===== src/rtl/mpu_load.sv =====
// Matrix load unit: streams elements from a valid/ready memory source into the
// matrix register file in row-major order, one registered write per accepted beat.
module mpu_load #(
    parameter int FPBITS          = 31,
    parameter int MBITS           = 3,
    parameter int NBITS           = 3,
    parameter int MATRIX_REG_BITS = 3
) (
    input  logic                       clk,
    input  logic                       rst,
    input  logic                       load_req_in,
    input  logic [MATRIX_REG_BITS:0]   load_addr_in,
    input  logic [MBITS:0]             load_m_size_in,
    input  logic [NBITS:0]             load_n_size_in,
    output logic                       load_busy_out,
    output logic                       load_done_out,
    output logic                       load_err_out,
    input  logic                       mem_valid_in,
    input  logic [FPBITS:0]            mem_element_in,
    output logic                       mem_ready_out,
    output logic                       reg_load_en_out,
    output logic [FPBITS:0]            reg_load_element_out,
    output logic [MBITS:0]             reg_i_load_loc_out,
    output logic [NBITS:0]             reg_j_load_loc_out,
    output logic [MATRIX_REG_BITS:0]   reg_load_addr_out,
    output logic [MBITS:0]             reg_m_load_size_out,
    output logic [NBITS:0]             reg_n_load_size_out
);

    typedef enum logic [1:0] {
        LOAD_IDLE   = 2'd0,
        LOAD_MATRIX = 2'd1,
        LOAD_DONE   = 2'd2
    } state_t;

    state_t state_q, state_d;

    logic [MATRIX_REG_BITS:0] addr_q, addr_d;
    logic [MBITS:0]           m_q, m_d, row_q, row_d, i_q, i_d;
    logic [NBITS:0]           n_q, n_d, col_q, col_d, j_q, j_d;
    logic [FPBITS:0]          elem_q, elem_d;
    logic                     en_q, en_d, err_q, err_d;

    logic accept, last_row, last_col, size_zero, start;

    assign size_zero = (load_m_size_in == '0) || (load_n_size_in == '0);
    assign start     = (state_q == LOAD_IDLE) && load_req_in && !size_zero;
    assign accept    = mem_valid_in && mem_ready_out;
    assign last_row  = (row_q == (m_q - {{MBITS{1'b0}}, 1'b1}));
    assign last_col  = (col_q == (n_q - {{NBITS{1'b0}}, 1'b1}));

    always_ff @(posedge clk) begin
        if (rst) begin
            state_q <= LOAD_IDLE;
        end else begin
            state_q <= state_d;
        end
    end

    always_comb begin
        state_d = state_q;
        case (state_q)
            LOAD_IDLE:   if (start) state_d = LOAD_MATRIX;
            LOAD_MATRIX: if (accept && last_row && last_col) state_d = LOAD_DONE;
            LOAD_DONE:   state_d = LOAD_IDLE;
            default:     state_d = LOAD_IDLE;
        endcase
    end

    // Ready is a pure state decode; done lines up with the final registered write.
    always_comb begin
        load_busy_out = (state_q == LOAD_MATRIX) || (state_q == LOAD_DONE);
        mem_ready_out = (state_q == LOAD_MATRIX);
        load_done_out = (state_q == LOAD_DONE);
    end

    always_comb begin
        addr_d = addr_q;
        m_d    = m_q;
        n_d    = n_q;
        row_d  = row_q;
        col_d  = col_q;
        elem_d = elem_q;
        i_d    = i_q;
        j_d    = j_q;
        en_d   = accept;
        err_d  = (state_q == LOAD_IDLE) && load_req_in && size_zero;

        if (start) begin
            addr_d = load_addr_in;
            m_d    = load_m_size_in;
            n_d    = load_n_size_in;
            row_d  = '0;
            col_d  = '0;
        end

        if (accept) begin
            elem_d = mem_element_in;
            i_d    = row_q;
            j_d    = col_q;
            // Pointers hold on the final element so they never wrap.
            if (last_col) begin
                if (!last_row) begin
                    row_d = row_q + {{MBITS{1'b0}}, 1'b1};
                    col_d = '0;
                end
            end else begin
                col_d = col_q + {{NBITS{1'b0}}, 1'b1};
            end
        end
    end

    always_ff @(posedge clk) begin
        if (rst) begin
            addr_q <= '0;
            m_q    <= '0;
            n_q    <= '0;
            row_q  <= '0;
            col_q  <= '0;
            elem_q <= '0;
            i_q    <= '0;
            j_q    <= '0;
            en_q   <= 1'b0;
            err_q  <= 1'b0;
        end else begin
            addr_q <= addr_d;
            m_q    <= m_d;
            n_q    <= n_d;
            row_q  <= row_d;
            col_q  <= col_d;
            elem_q <= elem_d;
            i_q    <= i_d;
            j_q    <= j_d;
            en_q   <= en_d;
            err_q  <= err_d;
        end
    end

    assign load_err_out         = err_q;
    assign reg_load_en_out      = en_q;
    assign reg_load_element_out = elem_q;
    assign reg_i_load_loc_out   = i_q;
    assign reg_j_load_loc_out   = j_q;
    assign reg_load_addr_out    = addr_q;
    assign reg_m_load_size_out  = m_q;
    assign reg_n_load_size_out  = n_q;

endmodule


===== config.mk =====
export PLATFORM = sky130hd
export DESIGN_NAME = mpu_load
export DESIGN_NICKNAME = d
export VERILOG_FILES = /design/src/rtl/mpu_load.sv
export SDC_FILE = /design/constraint.sdc
export NUM_CORES = 1
export LEC_CHECK = 0
export BUFFER_PORTS_ARGS = -buffer_cell sky130_fd_sc_hd__buf_4
export CORE_UTILIZATION = 52
export CTS_CLUSTER_DIAMETER = 30
export CTS_CLUSTER_SIZE = 40
export DETAILED_ROUTE_END_ITERATION = 12
export PLACE_DENSITY = 0.85
export SETUP_SLACK_MARGIN = 0.02
export SKIP_LAST_GASP = 1
export SLEW_MARGIN = 0
export SYNTH_ARGS = -nofsm -noshare
export SYNTH_HDL_FRONTEND = slang
export SYNTH_SLANG_ARGS = --single-unit

===== constraint.sdc =====
create_clock -name clk -period 4.04 [get_ports clk]
set_input_delay 0.606 -clock clk [delete_from_list [all_inputs] [get_ports clk]]
set_output_delay 0.606 -clock clk [all_outputs]
set_load 0.03 [all_outputs]

* Yosys cells after proc, flatten, opt, wreduce, memory -nomap -nowiden *
Index checks and enable logic that the tools add are counted.

operators by class
  reductions and logical operators = 13
  $add $sub $neg = 4
  multiplexer cells = 11
  equality and inequality tests = 6

operators by type and width
  kind                                                    count
  two-way mux 4 bit                                       8
  adder 4 x 1 -> 4 bit (second input constant)            2
  equality test 4 bit                                     2
  logical NOT 4 bit                                       2
  subtractor 4 x 1 -> 4 bit (second input constant)       2
  logical AND 1 bit                                       6
  two-way mux 2 bit                                       2
  one-hot mux 2 bit (2 select lines)                      1
  equality test 2 x 1 -> 1 bit (second input constant)    1
  equality test 2 bit (second input constant)             1
  logical NOT 2 bit                                       1
  logical OR 1 bit                                        2
  inequality test 2 x 1 -> 1 bit (second input constant)  1
  inequality test 2 bit (second input constant)           1
  AND reduction 2 bit                                     1
  logical NOT 1 bit                                       1

word-level totals
  input bits = 48
  output and inout port bits = 57
  logic and storage cells = 45
  flip-flop bits (word level) = 64

* Longest topological paths before layout *
Gate-level depths: netlist (run 1).

  depth in word-level cells = 8
  gate-level depth with buffers = 8
  depth with buffers taken out = 7

* Worst setup path before layout (run 1) *
No wires, ideal clock.

  path kind = register -> register
  from = register n_q[0] (netlist: reg_n_load_size_out[0])
  to = register row_q[2]
  required time = 3913 ps
  setup slack = 1749 ps
  arrival time = 2165 ps
  cell stages (with the launch flop) = 8
  setup time = 127 ps
  buffers on the path = 0
  clock period less this slack = 2291 ps
  path through = dfxtp_1 -> inv_1 -> ha_1 -> xor2_1 -> nand3_1 -> a2111oi_4 -> nor4b_1 -> or3_1

on the way
  cells in the longest elaborated chain, start to end = 4

ends and longest elaborated chain
  element                    line  RTL
  start, declared            40    logic [NBITS:0] n_q, n_d, col_q, col_d, j_q, j_d;
  start signal, assigned     128   n_q <= n_d;
  subtractor 4 x 1 -> 4 bit  50    assign last_col = (col_q == (n_q - {{NBITS{1'b0}}, 1'b1}));
  equality test 4 bit        50
  two-way mux 4 bit          102   if (last_col) begin
  two-way mux 4 bit          97    if (accept) begin
  end signal, assigned       129   row_q <= row_d;
  end, declared              39    logic [MBITS:0] m_q, m_d, row_q, row_d, i_q, i_d;

Every way passes these cells.
A chain may end at the register's enable or synchronous reset.

* Worst setup path in the final report (run 1) *
Same ends and word-level chain as after synthesis.

==> run summary, run 1 <==
Syn Inst Count: 329
Sequential Power Share: 0.374
Comb pwr share: 0.309
Die H: 73.8 um
Leading area contributor after synthesis: dfxtp_1
GRT met1 Usage: 0.331
Setup CP Type: register to register
Slowest-stage cell, CP: a2111oi_4
Syn avg cell area: 8.14 um2
Asr flop ratio synth: 0
DP Area: 3490 um2
Final Cell Area: 3720 um2
Vias per cell: 5.13
Sw Share: 0.350
Antenna viol nets, final: 0
Die outline area: 5440 um2
Grt met2 use: 0.403
CTS tree: built
Cell Rows: 25
P_sw: 692 uW
PortBufs: 104
Yosys Warn Count: 0
Nets: 484
1st-pass router iterations: 4
Routed WL per cell: 13.2 um
Clock slew at reported path FFs: 70 ps
Area contributors post-synth: dfxtp_1 (48%), nand2_1 (16%), a21oi_1 (10%)
CP arrival: 2570 ps
Hold Crit Class: register to register
Leak pwr: 1.57 nW
Hold EP: reg_load_element_out[10]
Initial antenna violation count: 0
Register area share after synthesis: 0.478
R2R Path Start: reg_n_load_size_out[0]
Minimum clock period after layout: 2350 ps
Mapped Nets: 385
N_diodes: 0
# IOs: 105
Setup violators final: 0
Via count: 2,566
Required time worst endpoint: 4260 ps
Cells on worst reg2reg path: 7
Area fraction in compound gates after synthesis: 0.146
Area grow syn2layout: 39.0%
Max cap viols: 0
Post-CTS Resized: 0
Largest net degree at the start of global routing: 70
Crit-path leading delay family: simple AND/OR/NAND/NOR gates
Final Hold Fails: 0
VDD IR-drop max: 0.000338 V
CP Max Fanout: 9
Final worst slack: 1690 ps
Synthesized area: 2680 um2
Vias in the first global route: 2,299
GRT Total Usage: 0.257
Element type at the critical path start: register
Buf/Inv on CP: 1
Hold_sp: reg_load_element_out[10]
Crit path largest cell delay: 600 ps
Status: complete, no violations
Synth Area in Adders: 0.0374
CP Capture Type: register
Register area: 1280 um2
# fillers: 369
Starting density of the core: 0.553
Slew Limit Fails: 0
Power density over the cells: 531 nW/um2
Routed WL: 6.62 mm
Reg2reg end: row_q[2]
Clock Power Share: 0.317
Setup repair bufs after CTS: 0
Final Skew: 8.35 ps
First-pass GRT wire length: 10.5 mm
Met3 Use GR: 0.0672
Yosys top cell area share: 0.478
Worst slew pin tran: 701 ps
Root buffer cell: clkbuf_8
Yosys cell types: 37
Fin util: 0.768
Post-place setup slack: 1580 ps
Post-Synth XOR/XNOR Area: 0.0495
Hold Crit Depth: 2
Post-Synth Simple-Gate Area: 0.241
Clock sink total: 64
Clock tree buffer depth: 2
Busiest grt layer: met2
Pint: 1.29 mW
TritonCTS Buffers: 9
Hold Buf Count CTS: 0
Top_reg_cell synth: dfxtp_1
Initial DRC count: 145
Fmax: 426 MHz
R2r setup slk: 1690 ps
Final period util: 0.581
Pwr Total: 1.98 mW
H-tree depth: 3
Leading cell types in the layout, fill and taps excluded: nand2_1 (111), buf_4 (107), dfxtp_1 (64)
Post-DP HPWL: 4.59 mm
Crit path cell chain: inv_1 > ha_1 > xor2_1 > nand3_1 > a2111oi_4 > nor4b_1 > or3_1
Mux cell area share after synthesis: 0.0117
Share of post-route cells with drive strength above 1: 0.291
Overflow after GRT: 0
Number of remaining DRC errors: 0
Commonest non-fill, non-tap cell in the layout: nand2_1
Seq cells post-synth: 64
Gp weighted congestion: 0.801
Max-slew headroom: 0.533
Later-pin clock latency in the skew report: 340 ps
Chip width: 73.8 um
Main combinational cell family by area after synthesis: simple AND/OR/NAND/NOR gates
Multi-input logic area: 1300 um2
Core box area: 4850 um2
Setup TNS: 0 ps
Post-synth EDFFs: 0
RSZ-0062 raised after global routing: no
-- how the worst max path moves through the flow --
stage | slack (ps) | end | start | cells past startpoint
2_1_floorplan | 1750 | row_q[2] | reg_n_load_size_out[0] | 7
3_3_place_gp | 1680 | state_q[1] | load_n_size_in[3] | 6
3_5_place_dp | 1580 | state_q[1] | load_n_size_in[3] | 6
4_1_cts | 1710 | row_q[2] | reg_n_load_size_out[0] | 7
5_1_grt | 1480 | row_q[2] | reg_n_load_size_out[0] | 7
6_report | 1690 | row_q[2] | reg_n_load_size_out[0] | 7
-- area by class of cell --
type,instances,share of cell area
multi-input combinational,239,0.349
sequential,64,0.344
timing repair buffer,107,0.216
clock buffer,10,0.0370
clock inverter,6,0.0245
tap,67,0.0225
inverter,7,0.00706
-- logic make-up after synthesis --
logic type / Yosys count
AO/OA/AOI/OAI: 69
XOR/XNOR: 12
adder cells (fa/ha/maj): 8
buffers and inverters: 26
flip-flops: 64
multiplexers: 3
AND/OR/NAND/NOR: 147
-- sequential cells by signal (all words and copies together) (netlist names), 4 cells and up --
name / cells
col_q: 4
reg_i_load_loc_out: 4
reg_j_load_loc_out: 4
reg_load_addr_out: 4
reg_load_element_out: 32
reg_m_load_size_out: 4
reg_n_load_size_out: 4
row_q: 4
-- cell usage after synthesis, drive strengths merged, types with 3 or more instances --
cell type,count
nand2,111
dfxtp,64
a21oi,55
clkbuf,17
ha,8
inv,7
nor2,6
nor3,6
xor2,6
nand3,4
o21ai,4
xnor2,4
a211oi,3
nor4,3
-- power groups by stage --
stage               clock network (mW)  registers (mW)  logic, mW
floorplan                            0           0.854      0.305
global placement                     0           0.751      0.595
detailed placement                   0           0.754      0.610
CTS                              0.636           0.740      0.613
global route                     0.663           0.747      0.665
finish                           0.627           0.740      0.610
-- per-layer routing --
layer | part of all wire | wire, um
met1 | 0.44 | 2910
met2 | 0.49 | 3220
met3 | 0.060 | 397
met4 | 0.013 | 85
met5 | 0 | 0
-- tightest hold or removal path: cells and delay by family, from the launching register on --
family	cells	cell delay [ps]
flops	1	310
simple gates	1	50
compound gates	1	50
-- per-stage QoR --
step | instances | hold slack, ps
after floorplan | 329 | 470
final | 500 | 455
after CTS | 500 | 456
after global routing | 500 | 474
after global placement | 484 | 442
after detailed placement | 484 | 447
Power figures use the tool's default switching activity.
==> inputs of run 2 (changes only) <==
--- a/config.mk
+++ b/config.mk
@@ -6,11 +6,11 @@
 export NUM_CORES = 1
 export LEC_CHECK = 0
 export BUFFER_PORTS_ARGS = -buffer_cell sky130_fd_sc_hd__buf_4
-export CORE_UTILIZATION = 52
+export CORE_UTILIZATION = 48
 export CTS_CLUSTER_DIAMETER = 30
 export CTS_CLUSTER_SIZE = 40
 export DETAILED_ROUTE_END_ITERATION = 12
-export PLACE_DENSITY = 0.85
+export PLACE_DENSITY = 0.79
 export SETUP_SLACK_MARGIN = 0.02
 export SKIP_LAST_GASP = 1
 export SLEW_MARGIN = 0
==> constraint.sdc (replaced) <==
create_clock -name clk -period 2.4 [get_ports clk]
set_input_delay 0.36 -clock clk [delete_from_list [all_inputs] [get_ports clk]]
set_output_delay 0.36 -clock clk [all_outputs]
set_load 0.03 [all_outputs]
==> run summary, run 2 (same netlist as run 1, synthesis figures left out) <==
Overflow after GRT: 0
CP Capture Type: register
RSZ-0062 raised after global routing: no
Slew Limit Fails: 0
Hold Buf Count CTS: 0
Sequential Power Share: 0.377
Pint: 2.17 mW
Top Layer Used: met4
TritonCTS Buffers: 9
1st-pass router iterations: 4
Nets: 490
Commonest non-fill, non-tap cell in the layout: buf_4
Starting density of the core: 0.511
Buf/Inv on CP: 1
N_diodes: 0
Hold Crit Class: primary input to register
Max-slew headroom: 0.585
Sw Share: 0.342
Routed WL: 6.60 mm
Setup CP Type: register to register
Crit path cell chain: inv_1 > ha_1 > xor2_1 > nand3_1 > a2111oi_4 > nor4b_1 > or3_1
H-tree depth: 3
Max reg flops: 32
First-pass GRT wire length: 11.2 mm
Area grow syn2layout: 40.5%
GRT Total Usage: 0.235
Core box area: 5240 um2
Crit-path leading delay family: simple AND/OR/NAND/NOR gates
Leading cell types in the layout, fill and taps excluded: buf_4 (113), nand2_1 (111), dfxtp_1 (64)
Die outline area: 5880 um2
VDD IR-drop max: 0.000529 V
Initial DRC count: 87
CP Max Fanout: 5
Met3 wire length: 534 um
Leak pwr: 1.60 nW
Root buffer cell: clkbuf_8
Vias in the first global route: 2,449
Later-pin clock latency in the skew report: 330 ps
Max cap viols: 0
Setup TNS: 0 ps
Element type at the critical path start: register
P_sw: 1.13 mW
Met1 wire length: 2.90 mm
Initial antenna violation count: 0
Crit path largest cell delay: 440 ps
Status: complete, no violations
Die H: 76.7 um
Post-DP HPWL: 4.73 mm
Non-filler instance count after layout: 509
Placed cell count: 493
Fin util: 0.719
Routed WL per cell: 13.0 um
Metal2 WL: 3.10 mm
Antenna viol nets, final: 0
Setup repair bufs after CTS: 0
Minimum clock period after layout: 2150 ps
Share of post-route cells with drive strength above 1: 0.298
Power density over the cells: 878 nW/um2
Largest net degree at the start of global routing: 45
# IOs: 105
Comb pwr share: 0.317
Chip width: 76.7 um
Number of remaining DRC errors: 0
Post-CTS Resized: 0
Clock tree buffer depth: 2
CTS tree: built
Clock slew at reported path FFs: 70 ps
Vias per cell: 5.06
Gp weighted congestion: 0.782
Required time worst endpoint: 2610 ps
Clock Power Share: 0.306
Via count: 2,574
Clock sink total: 64
PortBufs: 104
# fillers: 410
CP arrival: 2360 ps
Final Skew: 3.58 ps
Cell Rows: 26
Setup violators final: 0
Slowest-stage cell, CP: a2111oi_4
Fmax: 464 MHz
Final period util: 0.897
Worst slew pin tran: 617 ps
Final Hold Fails: 0
-- run 2: stage by stage --
step | worst slack [ps] | cell area (um2) | hold WS [ps] | total power, mW
final | 246 | 3760 | 274 | 3.30
after global routing | 108 | 3760 | 262 | 3.49
after CTS | 254 | 3760 | 261 | 3.33
after detailed placement | 296 | 3540 | 447 | 2.32
after global placement | 356 | 3540 | 442 | 2.30
after floorplan | 109 | 2680 | 441 | 1.95
-- run 2: layout make-up --
cell class                 instances  area, um2  area share
tap                               70       87.6      0.0233
clock buffer                      11        141      0.0376
clock inverter                     5       80.1      0.0213
timing repair buffer             113        848       0.225
multi-input combinational        239       1300       0.345
inverter                           7       26.3     0.00698
sequential                        64       1280       0.340
-- run 2: power groups by stage --
stage                     clock, mW  sequential (mW)  combinational, mW
after floorplan                   0             1.44              0.514
after global placement            0             1.26               1.03
after detailed placement          0             1.27               1.05
after CTS                      1.04             1.25               1.05
after global routing           1.08             1.26               1.14
final                          1.01             1.24               1.05
-- run 2: worst min-delay path, stage by stage --
cell and delay [ps]:
buf_4 110, nand2_1 40, a21oi_1 50
-- run 2: layer usage --
metal / GRT usage / vias up
li1: - / 1309
met1: 0.300 / 1168
met2: 0.377 / 91
met3: 0.0762 / 6
met4: 0.0712 / 0
met5: 0 / -
-- run 2: path summary, 6_finish.rpt --
check	start	end	slack, ps	cells after the start
worst max-delay path	reg_n_load_size_out[0]	row_q[2]	250	7
worst min-delay path	mem_element_in[4]	reg_load_element_out[4]	270	3
worst max register to register	reg_n_load_size_out[0]	row_q[2]	250	7
worst min register to register	reg_load_element_out[24]	reg_load_element_out[24]	450	2
